## src/rtl/mult_sequencer_pkg.sv

```systemverilog
// Shared types and constants for the sequential shift-add multiplier.
package mult_sequencer_pkg;

  localparam int MULT_WIDTH_DEFAULT = 32;

  typedef enum logic [1:0] {
    IDLE = 2'd0,
    RUN  = 2'd1,
    FIX  = 2'd2
  } mult_state_e;

endpackage

```

## src/rtl/mult_sequencer_if.sv

```systemverilog
// Decode-stage <-> multiplier bus: request, HI/LO read hazards and product registers.
interface mult_sequencer_if
  import mult_sequencer_pkg::*;
#(
  parameter int WIDTH = MULT_WIDTH_DEFAULT
) ();

  logic             start_mult;
  logic             mult_sign;
  logic [WIDTH-1:0] op_a;
  logic [WIDTH-1:0] op_b;
  logic             mfhi_d;
  logic             mflo_d;
  logic [WIDTH-1:0] hi;
  logic [WIDTH-1:0] lo;
  logic             busy;
  logic             done;
  logic             stall_d;

  modport master (
    output start_mult, mult_sign, op_a, op_b, mfhi_d, mflo_d,
    input  hi, lo, busy, done, stall_d
  );

  modport slave (
    input  start_mult, mult_sign, op_a, op_b, mfhi_d, mflo_d,
    output hi, lo, busy, done, stall_d
  );

endinterface

```

## src/rtl/mult_abs_neg.sv

```systemverilog
// Conditional two's-complement negate: magnitude extraction and product sign fix.
module mult_abs_neg #(
  parameter int WIDTH = 32
) (
  input  logic [WIDTH-1:0] a,
  input  logic             neg,
  output logic [WIDTH-1:0] y
);

  assign y = neg ? (~a + WIDTH'(1)) : a;

endmodule

```

## src/rtl/mult_sequencer.sv

```systemverilog
// Radix-2 shift-add multiplier: WIDTH RUN steps on magnitudes, one FIX cycle applies the sign.
module mult_sequencer
  import mult_sequencer_pkg::*;
#(
  parameter int WIDTH = MULT_WIDTH_DEFAULT
) (
  input  logic             clk,
  input  logic             reset,
  mult_sequencer_if.slave  bus
);

  localparam int                CNT_W    = (WIDTH > 1) ? $clog2(WIDTH) : 1;
  localparam logic [CNT_W-1:0]  CNT_LAST = CNT_W'(WIDTH - 1);

  mult_state_e          state_q, state_d;
  logic [CNT_W-1:0]     cnt_q, cnt_d;
  logic [2*WIDTH-1:0]   acc_q, acc_d;
  logic [WIDTH-1:0]     mcand_q, mcand_d;
  logic [WIDTH-1:0]     mplier_q, mplier_d;
  logic                 sign_q, sign_d;
  logic [WIDTH-1:0]     hi_q, hi_d;
  logic [WIDTH-1:0]     lo_q, lo_d;
  logic                 done_q, done_d;

  logic [WIDTH-1:0]     abs_a, abs_b;
  logic [2*WIDTH-1:0]   prod_fix;
  logic [WIDTH:0]       step_sum;
  logic [2*WIDTH-1:0]   acc_step;
  logic                 busy;

  // 0x80..0 negates to itself; read unsigned it is the correct magnitude 2^(WIDTH-1).
  mult_abs_neg #(.WIDTH(WIDTH)) u_abs_a (
    .a   (bus.op_a),
    .neg (bus.mult_sign & bus.op_a[WIDTH-1]),
    .y   (abs_a)
  );

  mult_abs_neg #(.WIDTH(WIDTH)) u_abs_b (
    .a   (bus.op_b),
    .neg (bus.mult_sign & bus.op_b[WIDTH-1]),
    .y   (abs_b)
  );

  mult_abs_neg #(.WIDTH(2*WIDTH)) u_fix (
    .a   (acc_q),
    .neg (sign_q),
    .y   (prod_fix)
  );

  // Carry out of the upper-half add becomes the new MSB after the right shift.
  assign step_sum = {1'b0, acc_q[2*WIDTH-1:WIDTH]} + {1'b0, mcand_q & {WIDTH{mplier_q[0]}}};
  assign acc_step = {step_sum, acc_q[WIDTH-1:1]};

  always_comb begin
    state_d  = state_q;
    cnt_d    = cnt_q;
    acc_d    = acc_q;
    mcand_d  = mcand_q;
    mplier_d = mplier_q;
    sign_d   = sign_q;
    hi_d     = hi_q;
    lo_d     = lo_q;
    done_d   = 1'b0;
    case (state_q)
      IDLE: begin
        if (bus.start_mult) begin
          mcand_d  = abs_a;
          mplier_d = abs_b;
          sign_d   = bus.mult_sign & (bus.op_a[WIDTH-1] ^ bus.op_b[WIDTH-1]);
          acc_d    = '0;
          cnt_d    = '0;
          state_d  = RUN;
        end
      end
      RUN: begin
        acc_d    = acc_step;
        mplier_d = mplier_q >> 1;
        cnt_d    = cnt_q + CNT_W'(1);
        if (cnt_q == CNT_LAST) begin
          state_d = FIX;
        end
      end
      FIX: begin
        {hi_d, lo_d} = prod_fix;
        done_d       = 1'b1;
        state_d      = IDLE;
      end
      default: state_d = IDLE;
    endcase
  end

  always_ff @(posedge clk) begin
    if (!reset) begin
      state_q <= IDLE;
      cnt_q   <= '0;
      acc_q   <= '0;
      hi_q    <= '0;
      lo_q    <= '0;
      done_q  <= 1'b0;
    end else begin
      state_q <= state_d;
      cnt_q   <= cnt_d;
      acc_q   <= acc_d;
      hi_q    <= hi_d;
      lo_q    <= lo_d;
      done_q  <= done_d;
    end
  end

  // Operand latches are only consumed after a fresh IDLE load, so they need no reset.
  always_ff @(posedge clk) begin
    mcand_q  <= mcand_d;
    mplier_q <= mplier_d;
    sign_q   <= sign_d;
  end

  assign busy        = (state_q != IDLE);
  assign bus.busy    = busy;
  assign bus.stall_d = busy & (bus.start_mult | bus.mfhi_d | bus.mflo_d);
  assign bus.hi      = hi_q;
  assign bus.lo      = lo_q;
  assign bus.done    = done_q;

endmodule

```

## src/flat_wrapper.sv

```systemverilog
// flat-port wrapper written by rule: the top's interface ports become plain ports
module mult_sequencer_flat import mult_sequencer_pkg::*;
#(
  parameter int WIDTH = MULT_WIDTH_DEFAULT
)
  (clk, reset, bus_start_mult, bus_mult_sign, bus_op_a, bus_op_b, bus_mfhi_d, bus_mflo_d, bus_hi, bus_lo, bus_busy, bus_done, bus_stall_d);
  mult_sequencer_if #(.WIDTH(WIDTH)) bus_i ();
  input  logic clk;
  input  logic reset;
  input wire logic [$bits(bus_i.start_mult)-1:0] bus_start_mult;
  input wire logic [$bits(bus_i.mult_sign)-1:0] bus_mult_sign;
  input wire logic [$bits(bus_i.op_a)-1:0] bus_op_a;
  input wire logic [$bits(bus_i.op_b)-1:0] bus_op_b;
  input wire logic [$bits(bus_i.mfhi_d)-1:0] bus_mfhi_d;
  input wire logic [$bits(bus_i.mflo_d)-1:0] bus_mflo_d;
  output wire logic [$bits(bus_i.hi)-1:0] bus_hi;
  output wire logic [$bits(bus_i.lo)-1:0] bus_lo;
  output wire logic [$bits(bus_i.busy)-1:0] bus_busy;
  output wire logic [$bits(bus_i.done)-1:0] bus_done;
  output wire logic [$bits(bus_i.stall_d)-1:0] bus_stall_d;
  assign bus_i.start_mult = bus_start_mult;
  assign bus_i.mult_sign = bus_mult_sign;
  assign bus_i.op_a = bus_op_a;
  assign bus_i.op_b = bus_op_b;
  assign bus_i.mfhi_d = bus_mfhi_d;
  assign bus_i.mflo_d = bus_mflo_d;
  assign bus_hi = bus_i.hi;
  assign bus_lo = bus_i.lo;
  assign bus_busy = bus_i.busy;
  assign bus_done = bus_i.done;
  assign bus_stall_d = bus_i.stall_d;
  mult_sequencer #(.WIDTH(WIDTH)) u_core (.clk(clk), .reset(reset), .bus(bus_i));
endmodule
```

## config.mk

```make
export PLATFORM = sky130hd
export DESIGN_NAME = mult_sequencer_flat
export DESIGN_NICKNAME = d
export VERILOG_FILES = /design/src/rtl/mult_sequencer_pkg.sv /design/src/rtl/mult_sequencer_if.sv /design/src/rtl/mult_abs_neg.sv /design/src/rtl/mult_sequencer.sv /design/src/flat_wrapper.sv
export SDC_FILE = /design/constraint.sdc
export NUM_CORES = 1
export LEC_CHECK = 0
export BUFFER_PORTS_ARGS = -buffer_cell sky130_fd_sc_hd__buf_2
export CAP_MARGIN = 20
export CORE_MARGIN = 1
export CORE_UTILIZATION = 28
export CTS_CLUSTER_DIAMETER = 80
export DETAILED_ROUTE_END_ITERATION = 8
export GPL_TIMING_DRIVEN = 0
export PLACE_DENSITY_LB_ADDON = 0.08
export SLEW_MARGIN = 20
export SYNTH_ARGS = -nofsm -noshare
export SYNTH_HDL_FRONTEND = slang
export SYNTH_SLANG_ARGS = --single-unit
```

## constraint.sdc

```tcl
create_clock -name clk -period 3.7 [get_ports clk]
set_clock_uncertainty 0.05 [all_clocks]
set_input_delay 0.74 -clock clk [delete_from_list [all_inputs] [get_ports clk]]
set_output_delay 0.74 -clock clk [all_outputs]
set_load 0.02 [all_outputs]
```

==> results of run 1 <==
-- worst paths after layout --
path | end | cells past startpoint
setup / recovery | u_core.acc_q[57]$_SDFFE_PN0P_ | 12
hold / removal | u_core.bus.hi[25]$_SDFFE_PN0P_ | 2
setup reg to reg | u_core.acc_q[57]$_SDFFE_PN0P_ | 12
hold reg to reg | u_core.bus.hi[25]$_SDFFE_PN0P_ | 2
-- cell usage in the layout (no fill, tap or decap), types with 8 or more instances in the layout --
cell,instances
clkbuf_1,73
or3_1,15
dfxtp_1,136
o211ai_1,10
clkbuf_16,25
clkbuf_8,9
edfxtp_1,65
buf_2,136
xnor2_1,47
ha_1,37
o21ai_0,117
xor2_1,92
a21oi_1,70
o21ai_1,9
nand2_1,175
nor2b_1,47
o211a_1,28
buf_1,8
a21o_1,19
nand3_1,26
and2_1,55
o31ai_1,24
a31oi_1,11
o41ai_1,13
or4_1,16
nor3_1,21
o21a_1,9
nand2b_1,9
nor2_1,44
a22oi_1,39
inv_1,23
nand4_1,19
nor4_1,11
-- cell usage after synthesis, drive strengths merged, types with 2 or more instances --
library cell  number  area (sq um)
a211oi             2          15.0
a21boi             4          30.0
a21o              19           143
a21oi             71           355
a22o               3          26.3
a22oi             39           293
a31oi             11          68.8
a32oi              2          17.5
and2              56           350
and3               7          43.8
and3b              2          17.5
buf                8          30.0
clkbuf            70           263
dfxtp            136          2720
edfxtp            65          1950
ha                37           463
inv               25          93.8
nand2            175           657
nand2b             9          56.3
nand3             26           130
nand4             20           131
nor2              44           165
nor2b             47           294
nor3              21           105
nor3b              2          15.0
nor4              13           103
o2111ai            4          35.0
o211a             28           280
o211ai            10          75.1
o21a               9          67.6
o21ai            126           631
o21bai             7          52.6
o221ai             2          17.5
o311a              2          20.0
o31ai             25           193
o41ai             14           130
or2                2          12.5
or3               18           128
or3b               2          17.5
or4               20           165
xnor2             47           412
xor2              92           806
-- metrics by stage --
step | worst slack [ns] | util | hold WS, ns | power [W] | instances
after global routing | 0.0469 | 0.339 | 0.398 | 0.00610 | 2052
after global placement | -0.0286 | 0.319 | 0.384 | 0.00346 | 2007
final | 0.261 | 0.339 | 0.397 | 0.00579 | 2052
after floorplan | 0.817 | - | 0.425 | 0.00312 | 1339
after CTS | 0.106 | 0.339 | 0.380 | 0.00591 | 2051
after detailed placement | -0.0250 | 0.319 | 0.394 | 0.00346 | 2007
-- repair_timing --
item / CTS / global route
hold buffers: 0 / 0
setup buffers: 0 / 1
gates resized for setup: 1 / 2
endpoints found under the setup margin: 2 / 4
-- layout make-up --
| class | instances | area [sq um] | share of cell area |
|---|---|---|---|
| Buffer | 78 | 294 | 0.0211 |
| Clock buffer | 38 | 764 | 0.0548 |
| Clock inverter | 6 | 33.8 | 0.00242 |
| Inverter | 25 | 93.8 | 0.00673 |
| Multi-Input combinational cell | 1035 | 6720 | 0.482 |
| Sequential cell | 201 | 4670 | 0.335 |
| Tap cell | 532 | 666 | 0.0478 |
| Timing Repair Buffer | 137 | 688 | 0.0494 |
-- critical path, stage by stage, from the launching register on --
cell	delay, ns
edfxtp_1	0.40
buf_4	0.18
clkbuf_1	0.16
and2_1	0.17
ha_1	0.26
clkbuf_1	0.32
a21oi_1	0.12
o21ai_0	0.39
and3b_1	0.23
a31oi_1	0.21
or3b_2	0.52
o2111ai_1	0.21
o211ai_1	0.11
-- cells by family (layout without fill, tap and decap cells) --
group	Yosys count	after routing
multiplexers	1	1
XOR/XNOR	139	139
AO/OA/AOI/OAI	385	385
buffers and inverters	103	284
adder cells (fa/ha/maj)	38	38
flip-flops	201	201
AND/OR/NAND/NOR	472	472
-- state kept, by name, indices dropped and copies added (netlist names) --
signal / cells
u_core.acc_q: 64
u_core.bus.done: 1
u_core.bus.hi: 32
u_core.bus.lo: 32
u_core.cnt_q: 5
u_core.mcand_q: 32
u_core.mplier_q: 32
u_core.sign_q: 1
u_core.state_q: 2
-- routing by layer --
layer | vias up | track usage | share of wire
li1 | 5209 | - | -
met1 | 4745 | 0.247 | 0.52
met2 | 205 | 0.261 | 0.43
met3 | 37 | 0.0229 | 0.039
met4 | 0 | 0.0358 | 0.014
met5 | - | 0 | 0
-- power by group through the flow --
stage                     logic [W]  registers, W  clock network, W
after global routing        0.00105       0.00248           0.00256
final                      0.000937       0.00247           0.00238
after floorplan            0.000635       0.00249                 0
after global placement     0.000938       0.00252                 0
after CTS                  0.000943       0.00247           0.00249
after detailed placement   0.000941       0.00252                 0
==> impl_metrics.csv, run 1 <==
group,metric,value,unit
sta,tns,0,ns
pwr,seq_power_share,0.427,
synth,synthCells,1339,
clock_network,cts_buffer_depth,3,
floorplan,core,41100,sq um
setup_path,reg2reg_slack,0.26,ns
worst_hold_path,hold_class,"flop to flop",
floorplan,die_area,42900,sq um
synth,synth_compound_area_frac,0.214,
worst_hold_path,hold_path.startpoint,"u_core.bus.hi[25]$_SDFFE_PN0P_",
setup_path,start_kind,"flop",
setup_path,arrival,3.80,ns
setup_path,end_kind,"flop",
synth,synth_nets,1447,
synth,ys_warn_count,0,
sta,max_slew_margin,0.472,
run_status,violations,"design-rule violations",
setup_path,critPathKind,"flop to flop",
final_layout,drive_above_1_share,0.132,
routing,vias_per_cell,4.97,
synth,netlist-cell-type-count,69,
routing,detail-route-antenna-nets,0,
clock_network,clk_latency,0.53,ns
pwr,swShare,0.282,
setup_path,cp_max_fo,10,
pwr,pwr-share-comb,0.162,
pwr,p_sw,0.00163,W
global_route,antenna_found_initial,0,
place,port_buffers,136,
floorplan,die_w,207,um
final_layout,areaGrowthSynthToFinish,18.4,%
clock_network,cts_root_buffer,"clkbuf_16",
synth,synth_xor_area_frac,0.103,
routing,drt_pass1_iterations,9,
pwr,intPower,0.00416,W
sta,setup_violations,0,
synth,yosys.area_share.simple,0.211,
synth,synth_flop_cell,"dfxtp_1",
setup_path,crit-reg2reg-launch,"u_core.mplier_q[0]$_DFFE_PP_",
floorplan,num_io_pins,137,
clock_network,cts-buffers-inserted,25,
global_route,grt_usage,0.168,
global_route,grt_first_pass_wirelength,57500,um
routing,avgRoutedWirePerCell,17.8,um
routing,routed_wirelength,36600,um
clock_network,clk_pin_slew,0.06,ns
clock_network,cts_tree,"done",
final_layout,nets,1611,
synth,synth_area,11800,sq um
sta,fin_crit,3.44,ns
synth,ys_seq_area_frac,0.397,
synth,syn_avg_cell_area,8.79,sq um
synth,ys_seq_elements,201,
pwr,power.density,415,nW/um^2
final_layout,antenna_cells,0,
run_status,status,"finished with violations",
floorplan,rows,74,
synth,async_flop_share,0,
pwr,cellLeakagePower,5.87,nW
routing,route.detailed.drc,4,
place,gp_congestion,0.849,
global_route,grt_pass1_vias,9877,
floorplan,die_h,207,um
final_layout,nFillCells,4409,
run,drv_cap,0,
pwr,clockPowerShare,0.411,
sta,fin_crit_sh,0.930,
sta,hold_viol_final,0,
clock_network,h-tree-depth,1,
synth,synthMuxAreaShare,0.000956,
synth,synthAdderAreaFrac,0.0410,
synth,synth_top_family_by_area,"compound AO/OA/AOI/OAI gates",
pwr,vdd_drop_max,0.000262,V
routing,num_vias,10200,
sta,maxSlewViolCount,0,
global_route,overflow,0,
place,dp_hpwl,28300,um
sta,rsz0062_at_grt,"no",
clock_network,clock-sinks,201,
setup_path,crit_start,"u_core.mplier_q[0]$_DFFE_PP_",
routing,drtIter0Drc,745,
setup_path,critPathRequiredTime,4.06,ns
final_layout,postLayoutCellArea,13900,sq um
global_route,grt_max_degree,34,
sta,max_freq,0.291,GHz
floorplan,start_util,0.286,
synth,synth_edf_count,65,
sta,tightest_slew,0.785,ns
place,place_area,13100,sq um
No activity file was read; power rests on OpenSTA's default activity.
==> run 2: changes to the inputs <==
SYNTH_HIERARCHICAL = 1   (was default)
==> impl_metrics.csv, run 2 <==
group,metric,value,unit
setup_path,reg2reg_slack,0.27,ns
setup_path,slowest_stage,"o41a_1",
worst_hold_path,min_to,"u_core/bus.lo[4]$_SDFFE_PN0P_",
pwr,cellLeakagePower,5.50,nW
final_layout,nFillCells,4599,
setup_path,r2r_cells,14,
synth,ys_seq_area_frac,0.381,
pwr,p_sw,0.00165,W
final_layout,areaGrowthSynthToFinish,19.2,%
setup_path,crit_family,"compound AO/OA/AOI/OAI gates",
worst_hold_path,hold_class,"flop to flop",
sta,post-route-worst-setup-slack,0.267,ns
clock_network,cts_hold_buf,0,
clock_network,h-tree-depth,1,
synth,syn_avg_cell_area,8.91,sq um
place,place_area,13700,sq um
global_route,grt_first_pass_wirelength,55900,um
pwr,intPower,0.00437,W
synth,yosysMostFrequentCell,"nand2_1",
clock_network,clock-sinks,201,
final_layout,postLayoutCellArea,14600,sq um
routing,drt_pass1_iterations,5,
final_layout,largest_reg_flops,64,
setup_path,critPathRequiredTime,4.07,ns
setup_path,path_cells,"clkbuf_4 > and2_1 > ha_1 > inv_1 > fa_1 > nand2b_1 > a21oi_2 > nor3_2 > nor4_2 > o31ai_2 > o41a_1 > o31ai_2 > xnor2_1 > o21ai_0",
clock_network,cts-buffers-inserted,26,
global_route,antenna_found_initial,1,
global_route,grt_pass1_vias,9851,
synth,synth_nets,1486,
place,port_buffers,136,
routing,detail-route-antenna-nets,0,
clock_network,cts_buffer_depth,3,
final_layout,final_cells,2149,
setup_path,start_kind,"flop",
clock_network,clk_pin_slew,0.06,ns
place,gp_congestion,0.876,
sta,setup_violations,0,
pwr,power.density,411,nW/um^2
synth,async_flop_share,0,
setup_path,crit-reg2reg-launch,"u_core/mplier_q[0]$_DFFE_PP_",
worst_hold_path,min_path_cells,2,
pwr,swShare,0.274,
synth,ys_seq_elements,201,
synth,synth.area.top_cells,"dfxtp_1 (22%), edfxtp_1 (16%), xnor2_1 (9.6%), nand2_1 (9.4%), a21boi_0 (4.0%)",
final_layout,layout_commonest_cell,"nand2_1",
routing,vias_per_cell,4.72,
routing,drtIter0Drc,601,
setup_path,cpPeakStageDelay,0.41,ns
sta,rsz0062_at_grt,"yes",
pwr,vdd_drop_max,0.000279,V
final_layout,regMostFlops,"u_core/acc_q",
sta,maxSlewViolCount,0,
pwr,seq_power_share,0.410,
synth,synth_area,12300,sq um
setup_path,cp.buffers_inverters,2,
place,dp_hpwl,27400,um
floorplan,num_io_pins,137,
synth,ys_warn_count,6,
synth,netlist-cell-type-count,77,
place,dp.cells,2099,
floorplan,core,43200,sq um
sta,max_freq,0.291,GHz
floorplan,die_area,44700,sq um
global_route,grt_usage,0.158,
setup_path,reg2reg_to,"u_core/acc_q[59]$_SDFFE_PN0P_",
synth,ys_top_cells_by_count,"nand2_1 (308), dfxtp_1 (136), xnor2_1 (135)",
routing,avgRoutedWirePerCell,16.4,um
sta,fin_crit,3.43,ns
clock_network,clk_latency,0.57,ns
setup_path,critPathKind,"flop to flop",
setup_path,arrival,3.80,ns
run,drv_cap,0,
sta,tightest_slew,0.832,ns
sta,fin_crit_sh,0.928,
routing,route.detailed.drc,0,
run_status,status,"completed",
clock_network,cts_tree,"done",
synth,synth_edf_count,65,
global_route,overflow,0,
synth,synth_top_area_share,0.222,
synth,synth_flop_cell,"dfxtp_1",
final_layout,nets,1651,
clock_network,cts_root_buffer,"clkbuf_16",
floorplan,die_w,211,um
pwr,finalPower,0.00601,W
global_route,grt_max_degree,34,
floorplan,start_util,0.284,
place,pre_cts_ws,-0.311,ns
final_layout,drive_above_1_share,0.171,
synth,synthCells,1378,
sta,max_slew_margin,0.445,
setup_path,end_kind,"flop",
sta,hold_viol_final,0,
worst_hold_path,hold_path.startpoint,"u_core/bus.lo[4]$_SDFFE_PN0P_",
pwr,clockPowerShare,0.428,
floorplan,die_h,211,um
final_layout,final_cell_mix,"nand2_1 (308), buf_2 (137), dfxtp_1 (136)",
routing,routed_wirelength,35300,um
synth,yosysTopAreaCell,"dfxtp_1",
floorplan,rows,76,
setup_path,cp_max_fo,10,
setup_path,critPathMostFrequentCell,"o31ai_2",
routing,num_vias,10100,
pwr,pwr-share-comb,0.162,
-- run 2: cell types whose count changed in the layout (fill, tap and decap cells not counted), sizes merged, moves of 36 or more --
| cell | before | now |
|---|---|---|
| o21ai | 126 | 84 |
| a21boi | 4 | 66 |
| xor2 | 92 | 13 |
| nand2 | 175 | 308 |
| a21oi | 71 | 35 |
| xnor2 | 47 | 135 |
-- run 2: layout make-up --
class | count | area, sq um | area share
diodes | 1 | 2.50 | 0.000171
plain buffers | 72 | 312 | 0.0213
clock buffers | 39 | 800 | 0.0547
clock inverters | 9 | 98.8 | 0.00676
inverters | 21 | 78.8 | 0.00539
multi-input cells | 1084 | 7240 | 0.495
flip-flops and latches | 201 | 4670 | 0.320
well taps | 585 | 732 | 0.0500
repair buffers | 137 | 688 | 0.0470
-- run 2: routing by layer --
metal,track usage,vias to the layer above,wire length [um],part of all wire
met2,0.246,195,15200,0.43
met4,0.0462,0,762,0.022
met5,0,-,0,0
met1,0.225,4680,17900,0.51
met3,0.0228,44,1440,0.041
li1,-,5228,-,-
-- run 2: metrics by stage --
stage          hold slack [ns]  TNS, ns  utilization
2_1_floorplan            0.414        0            -
3_3_place_gp             0.403   -0.979        0.317
3_5_place_dp             0.405   -0.940        0.317
4_1_cts                  0.388        0        0.338
5_1_grt                  0.409  -0.0876        0.339
6_report                 0.408        0        0.339
-- run 2: kinds of logic (layout without fill, tap and decap cells) --
| logic type | count (synthesis) | after routing | synth area share |
|---|---|---|---|
| mux | 1 | 1 | 0.000816 |
| other cells | 0 | 1 | 0 |
| flops | 201 | 201 | 0.381 |
| buf+inv | 93 | 278 | 0.0315 |
| simple gates | 560 | 560 | 0.239 |
| fa+ha+maj | 38 | 38 | 0.0394 |
| compound gates | 337 | 337 | 0.202 |
| xor+xnor | 148 | 148 | 0.106 |
-- run 2: power by group through the flow --
stage | clock [W] | combinational [W] | sequential [W]
finish | 0.00257 | 0.000976 | 0.00247
CTS | 0.00267 | 0.000983 | 0.00247
global placement | 0 | 0.000977 | 0.00251
detailed placement | 0 | 0.000977 | 0.00251
floorplan | 0 | 0.000693 | 0.00248
global route | 0.00276 | 0.00109 | 0.00248
-- run 2: worst min-delay path, delay by kind of cell, from the launching register on --
family,cells,cell delay [ns]
AOI/OAI and AO/OA,1,0.06
and+or+nand+nor,1,0.04
DFF,1,0.30
-- run 2: how the worst max path moves through the flow --
stage / from / endpoint / slack [ns] / cells after the start
floorplan: u_core/mplier_q[0]$_DFFE_PP_ / u_core/acc_q[59]$_SDFFE_PN0P_ / 0.57 / 14
global placement: u_core/mplier_q[0]$_DFFE_PP_ / u_core/acc_q[61]$_SDFFE_PN0P_ / -0.32 / 14
detailed placement: u_core/mplier_q[0]$_DFFE_PP_ / u_core/acc_q[61]$_SDFFE_PN0P_ / -0.31 / 14
CTS: u_core/mplier_q[0]$_DFFE_PP_ / u_core/acc_q[59]$_SDFFE_PN0P_ / 0.09 / 14
global route: u_core/mplier_q[0]$_DFFE_PP_ / u_core/acc_q[59]$_SDFFE_PN0P_ / -0.05 / 14
finish: u_core/mplier_q[0]$_DFFE_PP_ / u_core/acc_q[59]$_SDFFE_PN0P_ / 0.27 / 14
-- run 2: repair_timing --
action / in CTS / in global routing
endpoints found under the hold margin: 0 / 0
buffers inserted: 1 / 0
endpoints found under the setup margin: 5 / 5
pin swaps: 0 / 3
gates resized for setup: 5 / 4
